`src/rtl/vga_pkg.sv`:
```
// Shared 800x600@60 timing constants, derived totals and test-pattern colours.
// The bar colours are only used when VGA_TEST_PATTERN_EN is defined.
package vga_pkg;

  localparam int unsigned VGA_H_VISIBLE = 800;
  localparam int unsigned VGA_H_FRONT   = 40;
  localparam int unsigned VGA_H_SYNC    = 128;
  localparam int unsigned VGA_H_BACK    = 88;
  localparam int unsigned VGA_V_VISIBLE = 600;
  localparam int unsigned VGA_V_FRONT   = 1;
  localparam int unsigned VGA_V_SYNC    = 4;
  localparam int unsigned VGA_V_BACK    = 23;
  localparam logic [11:0] VGA_BG_RGB    = 12'h000;

  localparam int unsigned VGA_H_TOTAL      = VGA_H_VISIBLE + VGA_H_FRONT + VGA_H_SYNC + VGA_H_BACK;
  localparam int unsigned VGA_V_TOTAL      = VGA_V_VISIBLE + VGA_V_FRONT + VGA_V_SYNC + VGA_V_BACK;
  localparam int unsigned VGA_H_SYNC_START = VGA_H_VISIBLE + VGA_H_FRONT;
  localparam int unsigned VGA_H_SYNC_END   = VGA_H_SYNC_START + VGA_H_SYNC;
  localparam int unsigned VGA_V_SYNC_START = VGA_V_VISIBLE + VGA_V_FRONT;
  localparam int unsigned VGA_V_SYNC_END   = VGA_V_SYNC_START + VGA_V_SYNC;

  localparam int unsigned VGA_CNT_W = 11;

  // Bar 0 is the leftmost bar on screen.
  localparam logic [0:7][11:0] VGA_BAR_RGB = {
    12'hFFF, 12'hFF0, 12'h0FF, 12'h0F0, 12'hF0F, 12'hF00, 12'h00F, 12'h000
  };

  typedef struct packed {
    logic [VGA_CNT_W-1:0] hcount;
    logic [VGA_CNT_W-1:0] vcount;
    logic                 hsync;
    logic                 vsync;
    logic                 hblnk;
    logic                 vblnk;
    logic [11:0]          rgb;
  } vga_px_t;

endpackage

```
`src/rtl/vga_if.sv`:
```
// Pixel stream bundle passed between VGA draw stages; syncs are active-high.
interface vga_if;
  logic [10:0] hcount;
  logic [10:0] vcount;
  logic        hsync;
  logic        vsync;
  logic        hblnk;
  logic        vblnk;
  logic [11:0] rgb;

  modport out (output hcount, vcount, hsync, vsync, hblnk, vblnk, rgb);
  modport in  (input  hcount, vcount, hsync, vsync, hblnk, vblnk, rgb);
endinterface

```
`src/rtl/vga_axis_counter.sv`:
```
// Wrapping position counter for one screen axis; exposes its next value and
// a wrap strobe that is high when an enabled step returns the count to 0.
module vga_axis_counter #(
  parameter int unsigned TOTAL = 1056,
  parameter int unsigned W     = 11
) (
  input  logic         clk_i,
  input  logic         rst_i,
  input  logic         en_i,
  output logic [W-1:0] next_o,
  output logic         wrap_o
);

  localparam logic [W-1:0] LAST = W'(TOTAL - 1);

  logic [W-1:0] count_q;
  logic [W-1:0] count_d;
  logic         at_last_s;

  always_comb begin
    at_last_s = (count_q == LAST);
    wrap_o    = en_i & at_last_s;
    if (!en_i) begin
      count_d = count_q;
    end else if (at_last_s) begin
      count_d = '0;
    end else begin
      count_d = count_q + W'(1);
    end
  end

  // Reset parks on the last position so the first enabled step lands on 0.
  always_ff @(posedge clk_i) begin
    if (rst_i) begin
      count_q <= LAST;
    end else begin
      count_q <= count_d;
    end
  end

  assign next_o = count_d;

endmodule

```
`src/rtl/vga_timing_gen.sv`:
```
// 800x600@60 VGA timing source with registered decode and a frame_start tick.
// Define VGA_TEST_PATTERN_EN to replace the flat background with colour bars.
module vga_timing_gen
  import vga_pkg::*;
#(
  parameter int unsigned H_VISIBLE = VGA_H_VISIBLE,
  parameter int unsigned H_FRONT   = VGA_H_FRONT,
  parameter int unsigned H_SYNC    = VGA_H_SYNC,
  parameter int unsigned H_BACK    = VGA_H_BACK,
  parameter int unsigned V_VISIBLE = VGA_V_VISIBLE,
  parameter int unsigned V_FRONT   = VGA_V_FRONT,
  parameter int unsigned V_SYNC    = VGA_V_SYNC,
  parameter int unsigned V_BACK    = VGA_V_BACK,
  parameter logic [11:0] BG_RGB    = VGA_BG_RGB
) (
  input  logic clk,
  input  logic rst,
  vga_if.out   vga_out,
  output logic frame_start
);

  localparam int unsigned H_TOTAL = H_VISIBLE + H_FRONT + H_SYNC + H_BACK;
  localparam int unsigned V_TOTAL = V_VISIBLE + V_FRONT + V_SYNC + V_BACK;

  localparam logic [VGA_CNT_W-1:0] H_VIS_C   = VGA_CNT_W'(H_VISIBLE);
  localparam logic [VGA_CNT_W-1:0] H_SS_C    = VGA_CNT_W'(H_VISIBLE + H_FRONT);
  localparam logic [VGA_CNT_W-1:0] H_SE_C    = VGA_CNT_W'(H_VISIBLE + H_FRONT + H_SYNC);
  localparam logic [VGA_CNT_W-1:0] V_VIS_C   = VGA_CNT_W'(V_VISIBLE);
  localparam logic [VGA_CNT_W-1:0] V_SS_C    = VGA_CNT_W'(V_VISIBLE + V_FRONT);
  localparam logic [VGA_CNT_W-1:0] V_SE_C    = VGA_CNT_W'(V_VISIBLE + V_FRONT + V_SYNC);

  if (H_TOTAL > 2048 || V_TOTAL > 2048) begin : g_total_check
    $error("vga_timing_gen: H_TOTAL and V_TOTAL must not exceed 2048");
  end

  logic [VGA_CNT_W-1:0] h_next_s;
  logic [VGA_CNT_W-1:0] v_next_s;
  logic                 h_wrap_s;
  logic                 v_wrap_s;

  vga_axis_counter #(.TOTAL(H_TOTAL), .W(VGA_CNT_W)) u_hcnt (
    .clk_i  (clk),
    .rst_i  (rst),
    .en_i   (1'b1),
    .next_o (h_next_s),
    .wrap_o (h_wrap_s)
  );

  vga_axis_counter #(.TOTAL(V_TOTAL), .W(VGA_CNT_W)) u_vcnt (
    .clk_i  (clk),
    .rst_i  (rst),
    .en_i   (h_wrap_s),
    .next_o (v_next_s),
    .wrap_o (v_wrap_s)
  );

  vga_px_t px_d;
  vga_px_t px_q;
  logic    fs_d;
  logic    fs_q;

`ifdef VGA_TEST_PATTERN_EN
  localparam logic [VGA_CNT_W-1:0] BAR_W_C = VGA_CNT_W'(H_VISIBLE / 8);
  logic [VGA_CNT_W-1:0] bar_idx_s;
  logic [2:0]           bar_sel_s;
  logic                 visible_s;
  logic                 border_s;
`endif

  // Decode the upcoming position so every registered field matches it.
  always_comb begin
    px_d        = '0;
    px_d.hcount = h_next_s;
    px_d.vcount = v_next_s;
    px_d.hblnk  = (h_next_s >= H_VIS_C);
    px_d.hsync  = (h_next_s >= H_SS_C) && (h_next_s < H_SE_C);
    px_d.vblnk  = (v_next_s >= V_VIS_C);
    px_d.vsync  = (v_next_s >= V_SS_C) && (v_next_s < V_SE_C);
    fs_d        = h_wrap_s & v_wrap_s;
`ifdef VGA_TEST_PATTERN_EN
    visible_s = (h_next_s < H_VIS_C) && (v_next_s < V_VIS_C);
    border_s  = (h_next_s == '0) || (h_next_s == H_VIS_C - VGA_CNT_W'(1)) ||
                (v_next_s == '0) || (v_next_s == V_VIS_C - VGA_CNT_W'(1));
    bar_idx_s = h_next_s / BAR_W_C;
    bar_sel_s = (bar_idx_s > VGA_CNT_W'(7)) ? 3'd7 : bar_idx_s[2:0];
    if (!visible_s) begin
      px_d.rgb = 12'h000;
    end else if (border_s) begin
      px_d.rgb = 12'hFFF;
    end else begin
      px_d.rgb = VGA_BAR_RGB[bar_sel_s];
    end
`else
    px_d.rgb = BG_RGB;
`endif
  end

  always_ff @(posedge clk) begin
    if (rst) begin
      px_q <= '0;
      fs_q <= 1'b0;
    end else begin
      px_q <= px_d;
      fs_q <= fs_d;
    end
  end

  assign vga_out.hcount = px_q.hcount;
  assign vga_out.vcount = px_q.vcount;
  assign vga_out.hsync  = px_q.hsync;
  assign vga_out.vsync  = px_q.vsync;
  assign vga_out.hblnk  = px_q.hblnk;
  assign vga_out.vblnk  = px_q.vblnk;
  assign vga_out.rgb    = px_q.rgb;
  assign frame_start    = fs_q;

endmodule

```
`src/flat_wrapper.sv`:
```
// flat-port wrapper written by rule: the top's interface ports become plain ports
module vga_timing_gen_flat import vga_pkg::*;
#(
  parameter int unsigned H_VISIBLE = VGA_H_VISIBLE,
  parameter int unsigned H_FRONT   = VGA_H_FRONT,
  parameter int unsigned H_SYNC    = VGA_H_SYNC,
  parameter int unsigned H_BACK    = VGA_H_BACK,
  parameter int unsigned V_VISIBLE = VGA_V_VISIBLE,
  parameter int unsigned V_FRONT   = VGA_V_FRONT,
  parameter int unsigned V_SYNC    = VGA_V_SYNC,
  parameter int unsigned V_BACK    = VGA_V_BACK,
  parameter logic [11:0] BG_RGB    = VGA_BG_RGB
)
  (clk, rst, frame_start, vga_out_hcount, vga_out_vcount, vga_out_hsync, vga_out_vsync, vga_out_hblnk, vga_out_vblnk, vga_out_rgb);
  vga_if vga_out_i ();
  input  logic clk;
  input  logic rst;
  output logic frame_start;
  output wire logic [$bits(vga_out_i.hcount)-1:0] vga_out_hcount;
  output wire logic [$bits(vga_out_i.vcount)-1:0] vga_out_vcount;
  output wire logic [$bits(vga_out_i.hsync)-1:0] vga_out_hsync;
  output wire logic [$bits(vga_out_i.vsync)-1:0] vga_out_vsync;
  output wire logic [$bits(vga_out_i.hblnk)-1:0] vga_out_hblnk;
  output wire logic [$bits(vga_out_i.vblnk)-1:0] vga_out_vblnk;
  output wire logic [$bits(vga_out_i.rgb)-1:0] vga_out_rgb;
  assign vga_out_hcount = vga_out_i.hcount;
  assign vga_out_vcount = vga_out_i.vcount;
  assign vga_out_hsync = vga_out_i.hsync;
  assign vga_out_vsync = vga_out_i.vsync;
  assign vga_out_hblnk = vga_out_i.hblnk;
  assign vga_out_vblnk = vga_out_i.vblnk;
  assign vga_out_rgb = vga_out_i.rgb;
  vga_timing_gen #(.H_VISIBLE(H_VISIBLE), .H_FRONT(H_FRONT), .H_SYNC(H_SYNC), .H_BACK(H_BACK), .V_VISIBLE(V_VISIBLE), .V_FRONT(V_FRONT), .V_SYNC(V_SYNC), .V_BACK(V_BACK), .BG_RGB(BG_RGB)) u_core (.clk(clk), .rst(rst), .vga_out(vga_out_i), .frame_start(frame_start));
endmodule
```
`config.mk`:
```
export PLATFORM = sky130hd
export DESIGN_NAME = vga_timing_gen_flat
export DESIGN_NICKNAME = d
export VERILOG_FILES = /design/src/rtl/vga_pkg.sv /design/src/rtl/vga_if.sv /design/src/rtl/vga_axis_counter.sv /design/src/rtl/vga_timing_gen.sv /design/src/flat_wrapper.sv
export SDC_FILE = /design/constraint.sdc
export NUM_CORES = 1
export LEC_CHECK = 0
export ABC_CLOCK_PERIOD_IN_PS = 2250
export CAP_MARGIN = 10
export CORE_AREA = 2 2 80 82
export CTS_BUF_LIST = sky130_fd_sc_hd__clkbuf_4
export DETAILED_ROUTE_END_ITERATION = 7
export DIE_AREA = 0 0 82 84
export RECOVER_POWER = 100
export SETUP_SLACK_MARGIN = 0.1
export SYNTH_ARGS = -nofsm -noshare
export SYNTH_HDL_FRONTEND = slang
export SYNTH_SLANG_ARGS = --single-unit
```
`constraint.sdc`:
```
create_clock -name clk -period 2.25 [get_ports clk]
set_input_delay 0.3375 -clock clk [delete_from_list [all_inputs] [get_ports clk]]
set_output_delay 0.3375 -clock clk [all_outputs]
set_load 0.03 [all_outputs]
```
* Yosys cells after proc, flatten, opt, wreduce, memory -nomap -nowiden
Cells that the tools add are included.
** Cells by class
- Add/sub/neg operators :: 2
- Magnitude comparators :: 6
- Equal/unequal tests :: 2
- Multiplexer cells :: 3
- Bitwise logic cells :: 2
- Reductions and logical operators :: 2
** Operators with widths (number)
- 11-bit by 10-bit >= comparator with 1-bit output (second input constant) :: 4
- 11-bit two-way mux :: 3
- 11-bit by 1-bit adder with 11-bit output (second input constant) :: 2
- 11-bit by 10-bit < comparator with 1-bit output (second input constant) :: 2
- 11-bit by 10-bit equality test with 1-bit output (second input constant) :: 1
- 11-bit equality test (second input constant) :: 1
- 1-bit bitwise AND :: 2
- 1-bit logical AND :: 2
** Word-level totals
- Register bits after elaboration :: 49
- Input bits :: 2
- Output and inout bits :: 39
- Logic and storage cells :: 26

* Logic depth before layout (Yosys ltp)
- Depth in word-level cells :: 5
- Mapped depth :: 9
- Mapped depth without buffers :: 7

* Cells and area by module
From an unflattened synthesis, not the netlist that was laid out.
** Second synthesis, totals
- Cells, all modules :: 221
- Area, all modules :: 2145.8 sq um
** Modules (own cells, without submodules)
- vga_timing_gen :: times used 1, cells each 82, area an instance 912.1 sq um, seq. area each 540.5 sq um
- vga_axis_counter (u_core.u_hcnt) :: times used 1, cells each 74, area an instance 678.2 sq um, seq. area each 220.2 sq um
- vga_axis_counter (u_core.u_vcnt) :: times used 1, cells each 65, area an instance 555.5 sq um, seq. area each 220.2 sq um

* Least setup slack after synthesis
OpenSTA, ideal clock, no wires.
- Path kind :: register to register
- Start :: register u_core.u_hcnt.count_q[0]
- End :: register u_core.px_q, in the netlist u_core.vga_out.vblnk
- Library setup time :: 0.114 ns
- Data arrival time :: 1.832 ns
- Required time :: 2.136 ns
- Setup slack :: 0.303 ns
- Cell stages (with the launch flop) :: 9
- Buffers on the path :: 1
- Period minus slack after synthesis :: 1.947 ns
- Cells stage by stage :: dfxtp_1 -> ha_1 -> and4_1 -> buf_2 -> nand4_4 -> nor3_2 -> xnor2_1 -> o211ai_1 -> a21bo_1
** On the way
- Longest elaborated chain between the ends :: 3
** RTL lines
- from (decl) :: line vga_axis_counter.sv:16 : logic [W-1:0] count_q;
- from (signal assigned) :: line vga_axis_counter.sv:37 : count_q <= count_d;
- 11-bit equality test :: line vga_axis_counter.sv:21 : at_last_s = (count_q == LAST);
- 11-bit two-way mux :: line vga_axis_counter.sv:23 : if (!en_i) begin
- 11-bit by 10-bit >= comparator with 1-bit output :: line vga_timing_gen.sv:77 : px_d.vblnk = (v_next_s >= V_VIS_C);
- to (signal assigned) :: line vga_timing_gen.sv:103 : px_q <= px_d;
- to (decl) :: line vga_timing_gen.sv:58 : vga_px_t px_q;
No other way between the ends.
A chain may end at the register's enable or synchronous reset.

==> summary.txt <==
Floorplanning
  – Initial Util: between 30 and 40%
  – Full die area: 6890 sq um
  – Core Box Area: ~6100 sq um
  – FP Rows: 29
  – Io pins: slightly above 40
  – Die Ht: 84 um
  – Die W: 82 um

Worst setup path
  – CP delay by family, top: buffers and inverters
  – Crit path largest cell delay: 0.81 ns
  – Crit-path cells: dlygate4sd3_1
  – CP arrival: 1.72 ns
  – CP Class: reg -> out
  – Nature of the critical path endpoint: primary output
  – Worst Path Max Fanout: 12
  – Slowest cell on crit path: dlygate4sd3_1
  – R2R setup slack: between 0.2 and 0.3 ns
  – Crit path buf inv count: 1
  – Startpoint Class: flop
  – Critical path required time: 1.91 ns

Pwr
  – Lkg Pwr: 0.941 nW
  – Power Density: 1500 nW/um^2
  – VDD IR max: 0.673 mV
  – Tot Pwr: 3.56 mW

Timing
  – Hold Vio Cnt, Final: 0
  – Highest clock rate: slightly below 500 MHz
  – Max-slew violations: 0
  – Final setup fails: 0
  – Post-layout min period: 2.06 ns
  – RSZ-0062 raised after global routing: no
  – Setup Skew: 0.00347 ns
  – Final period util: 91.5%
  – Setup tns final: 0 ns

Detailed routing
  – Vias: 1626
  – First-iteration detailed-routing DRC count: 73
  – Final wirelength: 4.04 mm
  – Vias per std cell: 4.84
  – DRC viols: 0
  – Detail Route Antenna Nets: 0
  – Detail-routed net length per standard cell: between 10 and 15 um
  – Drt pass-1 iters: 4

Synthesis
  – Adder-cell share of the synthesized area: 1.23%
  – Synth cell types: 50
  – Seq cells post-synth: 39
  – Post-synth top area cell: dfxtp_1
  – Syn avg cell area: 8.64 sq um
  – Synth area leaders: dfxtp_1, buf_4, nor2_1
  – Post-synthesis async set-or-reset flop share: 0%
  – Compound-Gate Fraction of Synth Area: 11.6%
  – Synthesized cell area: around 2000 sq um
  – Seq/Total Area, Yosys: 38.3%
  – Post-Synth XOR/XNOR Area: 6.88%
  – Synth top area share: 38.3%
  – Post-synth EDFFs: 0
  – Synth warnings: 0
  – Largest family of logic cells by synthesized area: simple AND/OR/NAND/NOR gates
  – Cells after Synth: around 240
  – Multiplexer area fraction after synthesis: 0.491%
  – Top FF cell, synth: dfxtp_1
  – Post-Synth Simple-Gate Area: just under 30%

Global route
  – GR Overflow Total: 0
  – Total GRT Usage: 12.8%
  – Vias in the first global route: ~1500
  – Initial antenna violation count: 0
  – First-pass GRT wire length: 6.97 mm
  – Largest net degree at the start of global routing: 23

Clock network
  – Clock sinks: 39
  – CTS tree: yes
  – H-tree depth: 2
  – CTS clk-pin slew, worst paths: 0.11 ns
  – Hold_buf cts: 0
  – Post-CTS setup buffer count: 0
  – Clk root buf: clkbuf_4
  – TritonCTS Buffers: 5
  – Clk_lat worst skew: approximately 0.34 ns
  – Longest Clk Path Bufs: 2

Outcome
  – Status: completed

Placement
  – Hpwl dp: about 2.9 mm
  – GP Congestion: between 0.8 and 0.9
  – PortBufs: 28

Hold path
  – HP Class: reg -> reg

Finish
  – Fin nets: 262
  – Fraction of layout cells with a size suffix above 1: around 12%
  – Finished Core Util: a little under 40%
  – Layout Area Growth over Synthesis: 16.5%
  – Diodes inserted: 0

Job
  – Max Cap Viol: 0
-- sequential cells by signal, summed over array words and instances (netlist names) --
signal and count:
u_core.vga_out.hsync 1, u_core.vga_out.hcount 6, u_core.frame_start 1, u_core.vga_out.vblnk 1, u_core.vga_out.hblnk 1, u_core.vga_out.vcount 6, u_core.u_hcnt.count_q 11, u_core.vga_out.vsync 1
u_core.u_vcnt.count_q 11
-- layout by cell type (no fill, tap or decap), drive strengths merged, types with 2 or more instances in the layout --
cell | Yosys | routed
and2 | 2 | 2
a21oi | 10 | 10
xnor2 | 8 | 8
xor2 | 8 | 8
ha | 2 | 2
dfxtp | 39 | 39
nor3b | 4 | 4
nand2 | 10 | 10
nand4 | 9 | 9
or2 | 2 | 2
nand3b | 3 | 3
and4 | 4 | 4
nand4b | 2 | 2
buf | 27 | 9
o21bai | 3 | 3
dlygate4sd3 | 0 | 27
clkbuf | 9 | 10
nand2b | 8 | 8
nor3 | 8 | 8
or3 | 2 | 2
o21ai | 6 | 6
and3 | 3 | 3
nor2b | 4 | 4
nor2 | 26 | 26
conb | 1 | 12
o211ai | 4 | 4
a22oi | 2 | 2
nor4b | 2 | 2
a21o | 3 | 3
nand3 | 13 | 13
-- kinds of logic after synthesis --
group	count (synthesis)
buffers and inverters	37
other	1
DFF	39
xor gates and xnor gates	16
and+or+nand+nor	104
adders and majority gates	2
muxes	1
AOI/OAI and AO/OA	36
-- layer usage --
| layer | up-vias | track usage [%] | routed length (um) |
|---|---|---|---|
| met2 | 37 | 19.7 | 1870 |
| li1 | 834 | - | - |
| met1 | 750 | 17.1 | 1920 |
| met4 | 0 | 3.03 | 42 |
| met3 | 5 | 4.11 | 207 |
| met5 | - | 0 | 0 |
-- Yosys cell counts (2+ instances only) --
cell and n:
nand3_1 13, nor3_1 7, nand3b_1 3, buf_4 23, nor2b_1 4, nor2_1 25, buf_2 3, dfxtp_1 39
a21oi_1 10, o211ai_1 4, or3_1 2, and3_1 2, nand4_1 8, clkbuf_2 2, or2_2 2, o21bai_1 3
xor2_1 8, clkbuf_1 7, a21o_1 2, a22oi_1 2, xnor2_1 8, and4_1 4, and2_1 2, nand2_1 10
nor3b_1 4, o21ai_0 6, nand2b_1 8, nand4b_1 2, ha_1 2
-- through the flow --
| step | hold slack [ns] | instance area (sq um) | setup slack (ns) | std cells |
|---|---|---|---|---|
| finish | 0.528 | 2370 | 0.192 | 336 |
| global route | 0.583 | 2370 | 0.0603 | 336 |
| CTS | 0.533 | 2370 | 0.157 | 336 |
| detailed placement | 0.504 | 2310 | 0.0758 | 328 |
| global placement | 0.494 | 2310 | 0.161 | 328 |
| floorplan | 0.479 | 2080 | 0.303 | 247 |
-- cell type report --
cell class	count	area, sq um
fill	656	3720
clock inverter	1	5.00
clock buffer	7	52.6
tap	77	96.3
multi-input combinational	171	1070
sequential	39	782
timing repair buffer	40	363
inverter	1	3.75
-- power breakdown --
group          leakage, nW  switching, mW  internal, mW
Combinational        0.584           1.19         0.865
Sequential           0.321          0.197         0.939
Clock               0.0361          0.228         0.146
-- path summary, 6_finish.rpt --
path,start,to,depth (start not counted)
hold reg to reg,u_core.u_hcnt.count_q[0]$_SDFF_PP1_,u_core.u_hcnt.count_q[0]$_SDFF_PP1_,1
setup reg to reg,u_core.u_vcnt.count_q[1]$_SDFF_PP1_,u_core.vga_out.vblnk$_SDFF_PP0_,7
hold / removal,u_core.u_hcnt.count_q[0]$_SDFF_PP1_,u_core.u_hcnt.count_q[0]$_SDFF_PP1_,1
setup / recovery,u_core.u_vcnt.count_q[2]$_SDFF_PP0_,vga_out_vcount[2],1
-- what timing repair did --
| item | in CTS | in global routing |
|---|---|---|
| setup endpoints to repair | 1 | 7 |
| pin swaps | 0 | 1 |
| gates resized for setup | 1 | 5 |
(Power assumes the default switching activity.)
